## src/rtl/mult_sched_if.sv

```systemverilog
// Bundle of the requester, multiplier and result channels around mult_sched.
// The scheduler sits on the slave side; the requesters, the multiplier and the
// result consumer together form the master side.
interface mult_sched_if #(
    parameter int unsigned N_REQ = 4,
    parameter int unsigned ID_W  = 2
) ();
    // Requester side: one operand pair per requester, packed 12 bits per lane.
    logic [N_REQ-1:0]    req_valid;
    logic [N_REQ-1:0]    req_ready;
    logic [N_REQ*12-1:0] req_a;
    logic [N_REQ*12-1:0] req_b;

    // Shared multiplier operands and result.
    logic [11:0]         mul_in1;
    logic [11:0]         mul_in2;
    logic [11:0]         mul_res;

    // Result channel; it has no backpressure.
    logic                res_valid;
    logic [ID_W-1:0]     res_id;
    logic [11:0]         res_data;

    modport slave (
        input  req_valid,
        input  req_a,
        input  req_b,
        input  mul_res,
        output req_ready,
        output mul_in1,
        output mul_in2,
        output res_valid,
        output res_id,
        output res_data
    );

    modport master (
        output req_valid,
        output req_a,
        output req_b,
        output mul_res,
        input  req_ready,
        input  mul_in1,
        input  mul_in2,
        input  res_valid,
        input  res_id,
        input  res_data
    );
endinterface

```

## src/rtl/mult_sched.sv

```systemverilog
// Round-robin scheduler that shares one fixed-latency, non-stalling modular
// multiplier between N_REQ requesters. Each issued operation is tagged with its
// requester ID in a shadow pipeline as deep as the multiplier, so every result
// leaves together with the ID of the requester that issued it.
module mult_sched #(
    parameter int unsigned N_REQ        = 4,
    parameter int unsigned MULT_LATENCY = 6,
    parameter int unsigned ID_W         = 2,
    parameter int unsigned CNT_W        = 3
) (
    input  logic             clk,
    input  logic             rst,
    input  logic             en_i,
    mult_sched_if.slave      bus_io,
    output logic [CNT_W-1:0] inflight_o,
    output logic             idle_o
);
    localparam int unsigned DataW = 12;

    // Resetting the pointer to the last index gives requester 0 top priority.
    localparam logic [ID_W-1:0] PtrRst = ID_W'(N_REQ - 1);

    logic [ID_W-1:0]         last_grant_q, last_grant_d;
    logic                    grant_vld;
    logic [ID_W-1:0]         grant_id;
    logic [N_REQ-1:0]        grant_oh;
    logic [ID_W-1:0]         cand;

    logic [MULT_LATENCY-1:0] tag_vld_q, tag_vld_d;
    logic [ID_W-1:0]         tag_id_q [MULT_LATENCY];
    logic [ID_W-1:0]         tag_id_d [MULT_LATENCY];

    logic [CNT_W-1:0]        inflight_q, inflight_d;
    logic                    res_vld;

    // Round-robin scan starting one past the last grant, first valid wins.
    always_comb begin
        grant_vld = 1'b0;
        grant_id  = '0;
        grant_oh  = '0;
        cand      = '0;
        if (en_i) begin
            for (int unsigned k = 1; k <= N_REQ; k++) begin
                cand = ID_W'((32'(last_grant_q) + k) % N_REQ);
                if (!grant_vld && bus_io.req_valid[cand]) begin
                    grant_vld      = 1'b1;
                    grant_id       = cand;
                    grant_oh[cand] = 1'b1;
                end
            end
        end
    end

    assign bus_io.req_ready = grant_oh;

    // Steer the granted lane's operands onto the multiplier, zero otherwise.
    always_comb begin
        bus_io.mul_in1 = '0;
        bus_io.mul_in2 = '0;
        for (int unsigned i = 0; i < N_REQ; i++) begin
            if (grant_oh[i]) begin
                bus_io.mul_in1 = bus_io.req_a[i*DataW +: DataW];
                bus_io.mul_in2 = bus_io.req_b[i*DataW +: DataW];
            end
        end
    end

    // Pointer only advances on an actual grant, so en=0 resumes where it left.
    always_comb begin
        last_grant_d = last_grant_q;
        if (grant_vld) begin
            last_grant_d = grant_id;
        end
    end

    // Shadow tag pipeline shifts every cycle, matching the multiplier exactly.
    always_comb begin
        tag_vld_d    = '0;
        tag_vld_d[0] = grant_vld;
        tag_id_d[0]  = grant_vld ? grant_id : tag_id_q[0];
        for (int unsigned i = 1; i < MULT_LATENCY; i++) begin
            tag_vld_d[i] = tag_vld_q[i-1];
            tag_id_d[i]  = tag_id_q[i-1];
        end
    end

    assign res_vld          = tag_vld_q[MULT_LATENCY-1];
    assign bus_io.res_valid = res_vld;
    assign bus_io.res_id    = tag_id_q[MULT_LATENCY-1];
    assign bus_io.res_data  = bus_io.mul_res;

    // In-flight count: issue and retire in the same cycle cancel out.
    always_comb begin
        inflight_d = inflight_q;
        if (grant_vld && !res_vld) begin
            inflight_d = inflight_q + CNT_W'(1);
        end else if (!grant_vld && res_vld) begin
            inflight_d = inflight_q - CNT_W'(1);
        end
    end

    assign inflight_o = inflight_q;
    assign idle_o     = (inflight_q == '0) && (bus_io.req_valid == '0);

    // State registers; reset discards every tag still in flight.
    always_ff @(posedge clk or posedge rst) begin
        if (rst) begin
            last_grant_q <= PtrRst;
            tag_vld_q    <= '0;
            inflight_q   <= '0;
            for (int unsigned i = 0; i < MULT_LATENCY; i++) begin
                tag_id_q[i] <= '0;
            end
        end else begin
            last_grant_q <= last_grant_d;
            tag_vld_q    <= tag_vld_d;
            inflight_q   <= inflight_d;
            for (int unsigned i = 0; i < MULT_LATENCY; i++) begin
                tag_id_q[i] <= tag_id_d[i];
            end
        end
    end

    // Structural invariants of the scheduler.
    a_grant_onehot: assert property (@(posedge clk) disable iff (rst) $onehot0(grant_oh));
    a_inflight_max: assert property (@(posedge clk) disable iff (rst)
                                     inflight_q <= CNT_W'(MULT_LATENCY));
endmodule

```

## src/flat_wrapper.sv

```systemverilog
// flat-port wrapper written by rule: the top's interface ports become plain ports
module mult_sched_flat 
#(
    parameter int unsigned N_REQ        = 4,
    parameter int unsigned MULT_LATENCY = 6,
    parameter int unsigned ID_W         = 2,
    parameter int unsigned CNT_W        = 3
)
  (clk, rst, en_i, inflight_o, idle_o, bus_io_req_valid, bus_io_req_a, bus_io_req_b, bus_io_mul_res, bus_io_req_ready, bus_io_mul_in1, bus_io_mul_in2, bus_io_res_valid, bus_io_res_id, bus_io_res_data);
  mult_sched_if #(.N_REQ(N_REQ), .ID_W(ID_W)) bus_io_i ();
  input  logic clk;
  input  logic rst;
  input  logic en_i;
  output logic [CNT_W-1:0] inflight_o;
  output logic idle_o;
  input wire logic [$bits(bus_io_i.req_valid)-1:0] bus_io_req_valid;
  input wire logic [$bits(bus_io_i.req_a)-1:0] bus_io_req_a;
  input wire logic [$bits(bus_io_i.req_b)-1:0] bus_io_req_b;
  input wire logic [$bits(bus_io_i.mul_res)-1:0] bus_io_mul_res;
  output wire logic [$bits(bus_io_i.req_ready)-1:0] bus_io_req_ready;
  output wire logic [$bits(bus_io_i.mul_in1)-1:0] bus_io_mul_in1;
  output wire logic [$bits(bus_io_i.mul_in2)-1:0] bus_io_mul_in2;
  output wire logic [$bits(bus_io_i.res_valid)-1:0] bus_io_res_valid;
  output wire logic [$bits(bus_io_i.res_id)-1:0] bus_io_res_id;
  output wire logic [$bits(bus_io_i.res_data)-1:0] bus_io_res_data;
  assign bus_io_i.req_valid = bus_io_req_valid;
  assign bus_io_i.req_a = bus_io_req_a;
  assign bus_io_i.req_b = bus_io_req_b;
  assign bus_io_i.mul_res = bus_io_mul_res;
  assign bus_io_req_ready = bus_io_i.req_ready;
  assign bus_io_mul_in1 = bus_io_i.mul_in1;
  assign bus_io_mul_in2 = bus_io_i.mul_in2;
  assign bus_io_res_valid = bus_io_i.res_valid;
  assign bus_io_res_id = bus_io_i.res_id;
  assign bus_io_res_data = bus_io_i.res_data;
  mult_sched #(.N_REQ(N_REQ), .MULT_LATENCY(MULT_LATENCY), .ID_W(ID_W), .CNT_W(CNT_W)) u_core (.clk(clk), .rst(rst), .en_i(en_i), .bus_io(bus_io_i), .inflight_o(inflight_o), .idle_o(idle_o));
endmodule
```

## config.mk

```make
export PLATFORM = sky130hd
export DESIGN_NAME = mult_sched_flat
export DESIGN_NICKNAME = d
export VERILOG_FILES = /design/src/rtl/mult_sched_if.sv /design/src/rtl/mult_sched.sv /design/src/flat_wrapper.sv
export SDC_FILE = /design/constraint.sdc
export NUM_CORES = 1
export LEC_CHECK = 0
export ABC_CLOCK_PERIOD_IN_PS = 8550
export CORE_AREA = 2 2 71 100
export DETAILED_ROUTE_END_ITERATION = 7
export DIE_AREA = 0 0 73 102
export PLACE_DENSITY = 0.95
export RECOVER_POWER = 100
export SYNTH_ARGS = -nofsm -noshare
export SYNTH_HDL_FRONTEND = slang
export SYNTH_SLANG_ARGS = --single-unit
export TNS_END_PERCENT = 100
```

## constraint.sdc

```tcl
create_clock -name clk -period 8.55 [get_ports clk]
set_input_delay 0.855 -clock clk [delete_from_list [all_inputs] [get_ports clk]]
set_output_delay 0.855 -clock clk [all_outputs]
set_load 0.005 [all_outputs]
```

==> impl_summary.log <==
INFO  metric status = complete, but fails checks
INFO  metric violations = max-capacitance violations, max-slew violations
INFO  metric cts_post_setup_buffers_inserted = 0
INFO  metric power.density_cell_area = 329 nW/um^2
INFO  metric flow.area_growth_from_synthesis = 48.1%
INFO  metric cts_hold_buf = 0
INFO  metric most_common_cell_after_layout_fill_and_taps_aside = sky130_fd_sc_hd__clkdlybuf4s50_1
INFO  metric yosysWarningCount = 0
INFO  metric place_congestion = 0.904
INFO  metric layout-drive-gt1-share = 0.0345
INFO  metric cp.arrival = 5.80 ns
INFO  metric critical_path_peak_fanout = 49
INFO  metric rsz0062_at_grt = false
INFO  metric fin_crit = 6.66 ns
INFO  metric final_critical_path_setup_slack = 1.89 ns
INFO  metric std_cell_rows = 35
INFO  metric dp.final_hpwl = 6130 microns
INFO  metric antennaDiodeCount = 0
INFO  metric r2r_setup_slack = 5.50 ns
INFO  metric die_width = 73 microns
INFO  metric grt.busiest_layer = met2
INFO  metric total_power = 1280 uW
INFO  metric antenna_found_initial = 0
INFO  metric stdcell_area = 3890 sq um
INFO  metric die_height = 102 microns
INFO  metric synth_enable_flop_cells = 0
INFO  metric fillerInstances = 566
INFO  metric cts.repair.resized = 0
INFO  metric gr-usage-met2 = 0.383
INFO  metric min-delay-start = u_core.tag_id_d[0]$_DFF_PP0_
INFO  metric drv.max_cap_violation_count = 1
INFO  metric tritoncts = yes
INFO  metric detail_route.first_pass.iterations = 4
INFO  metric worst_hold_path.num_cells = 0
INFO  metric grt_use_total = 0.211
INFO  metric end_of_the_worst_hold_path = u_core.bus_io.res_id[0]$_DFF_PP0_
INFO  metric number_of_global_route_vias_before_repair = 2791
INFO  metric floorplan.core_area = 6530 sq um
INFO  metric clock-root-buffer = sky130_fd_sc_hd__clkbuf_8
INFO  metric timing.hold.worst.class = reg -> reg
INFO  metric grt_start_max_net_pins = 56
INFO  metric synthDistinctLibCells = 46
INFO  metric place_area = 3850 sq um
INFO  metric numClockSinks = 23
INFO  metric synthArstFlopShare = 1.00
INFO  metric cts_buffers = 3
INFO  metric grt.met1_usage = 0.255
INFO  metric initial_utilization = 0.403
INFO  metric critPathKind = reg -> out
INFO  metric peakVddDrop = 0.249 mV
INFO  metric regToRegEndpoint = u_core.tag_id_d[8]$_DFFE_PP0P_
INFO  metric fmax = 150 MHz
INFO  metric crit_path_start_kind = flip-flop
INFO  metric tightestPinTransition = 1.87 ns
INFO  metric wire_length_of_the_first_global_routing_pass = 12900 microns
INFO  metric gr-total-overflow = 0
INFO  metric mean_area_per_synthesized_cell = 8.50 sq um
INFO  metric critical_path_required = 7.70 ns
INFO  metric htree_levels = 1
INFO  metric r2r_cells = 6
INFO  metric grt_util_met3 = 0.0335
INFO  metric timing.clock.skew = 0.00248 ns
INFO  metric dominantRegCellSynth = sky130_fd_sc_hd__dfrtp_1
INFO  metric route.vias.total = 2808
INFO  metric synth.net_count = 434
INFO  metric end_kind = primary output
INFO  metric route.antenna.remaining_nets = 0
INFO  metric worst_setup_hold_path_clk_slew = 0.07 ns
INFO  metric max_slew_margin_vs_limit = -0.247
INFO  metric port-buffer-count = 137
INFO  metric drt_drc_violations_left = 0
INFO  metric leakagePower = 0.00162 uW
INFO  metric timing.final.max_slew_violations = 50
INFO  metric design.die.area = 7450 sq um
INFO  metric ctsLongestPathBuffers = 2
INFO  metric total_standard_cell_area_after_synthesis = 2630 sq um
INFO  metric design.portCount = 162
INFO  metric finalSetupViolations = 0
INFO  metric top_library_cells_by_usage_in_the_layout_fill_and_taps_aside = sky130_fd_sc_hd__clkdlybuf4s50_1, sky130_fd_sc_hd__inv_1
INFO  metric ys_seq_area_frac = 0.220
INFO  metric timing.rr.start = u_core.last_grant_q[0]$_DFFE_PP1P_
INFO  metric yosys_reg_bits = 23
INFO  metric clock_insertion_delay_worst_skew = 0.26 ns
INFO  metric finalWirelength = 8200 microns
INFO  metric timing.final.crit_share = 0.778
INFO  metric num-nets-final = 532
INFO  metric dpl_worst_slack = 3.05 ns
INFO  metric setup-tns-final = 0 ns
INFO  metric final_hold_viol_count = 0
INFO  metric wire_per_inst = 17.1 microns
INFO  metric syn_inst = 309
INFO  metric drt-initial-drc-count = 109
INFO  metric route.detailed.vias_per_inst = 5.85
-- registers in the layout, indices dropped and copies added (netlist names) --
name / flops
u_core.tag_id_d: 10
u_core.tag_vld_q: 6
u_core.last_grant_q: 2
u_core.inflight_o: 3
u_core.bus_io.res_id: 2
-- cell families (layout without fill, tap and decap cells) --
group	Yosys count	in the layout	share of synthesized area
simple gates	58	58	0.125
xor+xnor	5	5	0.0167
mux	10	10	0.0533
flops	23	23	0.220
buf+inv	81	178	0.149
compound gates	122	122	0.385
fa+ha+maj	10	10	0.0505
-- per-stage QoR --
step	utilization	std cells	hold WS, ns
2_1_floorplan	-	309	0.331
3_3_place_gp	0.590	476	0.331
3_5_place_dp	0.590	476	0.340
4_1_cts	0.597	480	0.356
5_1_grt	0.596	480	0.361
6_report	0.596	480	0.354
-- power breakdown --
part / switching (uW) / internal [uW]
clock: 30.7 / 33.2
combinational: 472 / 545
sequential: 44.1 / 154
total: 547 / 732
-- worst max-delay path by stage --
stage | from | to | slack, ns | cells past startpoint
finish | u_core.last_grant_q[0]$_DFFE_PP1P_ | bus_io_mul_in2[2] | 1.89 | 10
detailed placement | bus_io_req_valid[0] | bus_io_mul_in2[11] | 3.05 | 8
floorplan | u_core.last_grant_q[0]$_DFFE_PP1P_ | bus_io_mul_in2[10] | 4.38 | 12
global placement | bus_io_req_valid[0] | bus_io_mul_in1[11] | 3.25 | 8
global route | u_core.last_grant_q[0]$_DFFE_PP1P_ | bus_io_mul_in1[2] | 1.39 | 10
CTS | u_core.last_grant_q[0]$_DFFE_PP1P_ | bus_io_mul_in2[11] | 2.90 | 9
-- cell usage after synthesis (7+ instances only) --
cell / number / area, sq um
sky130_fd_sc_hd__inv_1: 35 / 131
sky130_fd_sc_hd__and3_1: 24 / 150
sky130_fd_sc_hd__nand2_1: 12 / 45.0
sky130_fd_sc_hd__o21a_1: 24 / 180
sky130_fd_sc_hd__clkbuf_1: 18 / 67.6
sky130_fd_sc_hd__a22o_1: 24 / 210
sky130_fd_sc_hd__ha_1: 9 / 113
sky130_fd_sc_hd__buf_4: 14 / 105
sky130_fd_sc_hd__a32oi_1: 23 / 201
sky130_fd_sc_hd__dfrtp_1: 21 / 526
sky130_fd_sc_hd__buf_2: 9 / 45.0
sky130_fd_sc_hd__a21oi_1: 7 / 35.0
sky130_fd_sc_hd__o311ai_1: 19 / 166
-- final cells by class --
class | instances | area (sq um) | share of cell area
well taps | 74 | 92.6 | 0.0238
clock buffers | 4 | 45.0 | 0.0116
flip-flops and latches | 23 | 578 | 0.149
repair buffers | 138 | 1370 | 0.352
inverters | 36 | 135 | 0.0347
multi-input cells | 205 | 1670 | 0.429
-- routing by layer --
metal	part of all wire	wire length (microns)	vias to the layer above
li1	-	-	1361
met4	0.018	150	0
met3	0.060	491	14
met2	0.53	4330	121
met1	0.39	3230	1312
met5	0	0	-
-- critical path, stage by stage, from the launching register on --
cell	delay (ns)
sky130_fd_sc_hd__dfstp_1	0.99
sky130_fd_sc_hd__inv_1	0.30
sky130_fd_sc_hd__ha_1	0.51
sky130_fd_sc_hd__mux4_2	0.59
sky130_fd_sc_hd__a21oi_1	0.17
sky130_fd_sc_hd__a211oi_1	0.09
sky130_fd_sc_hd__o31ai_4	0.17
sky130_fd_sc_hd__clkbuf_1	1.36
sky130_fd_sc_hd__o311ai_0	0.55
sky130_fd_sc_hd__a22o_1	0.33
sky130_fd_sc_hd__clkdlybuf4s50_1	0.44
(Power assumes the default switching activity.)
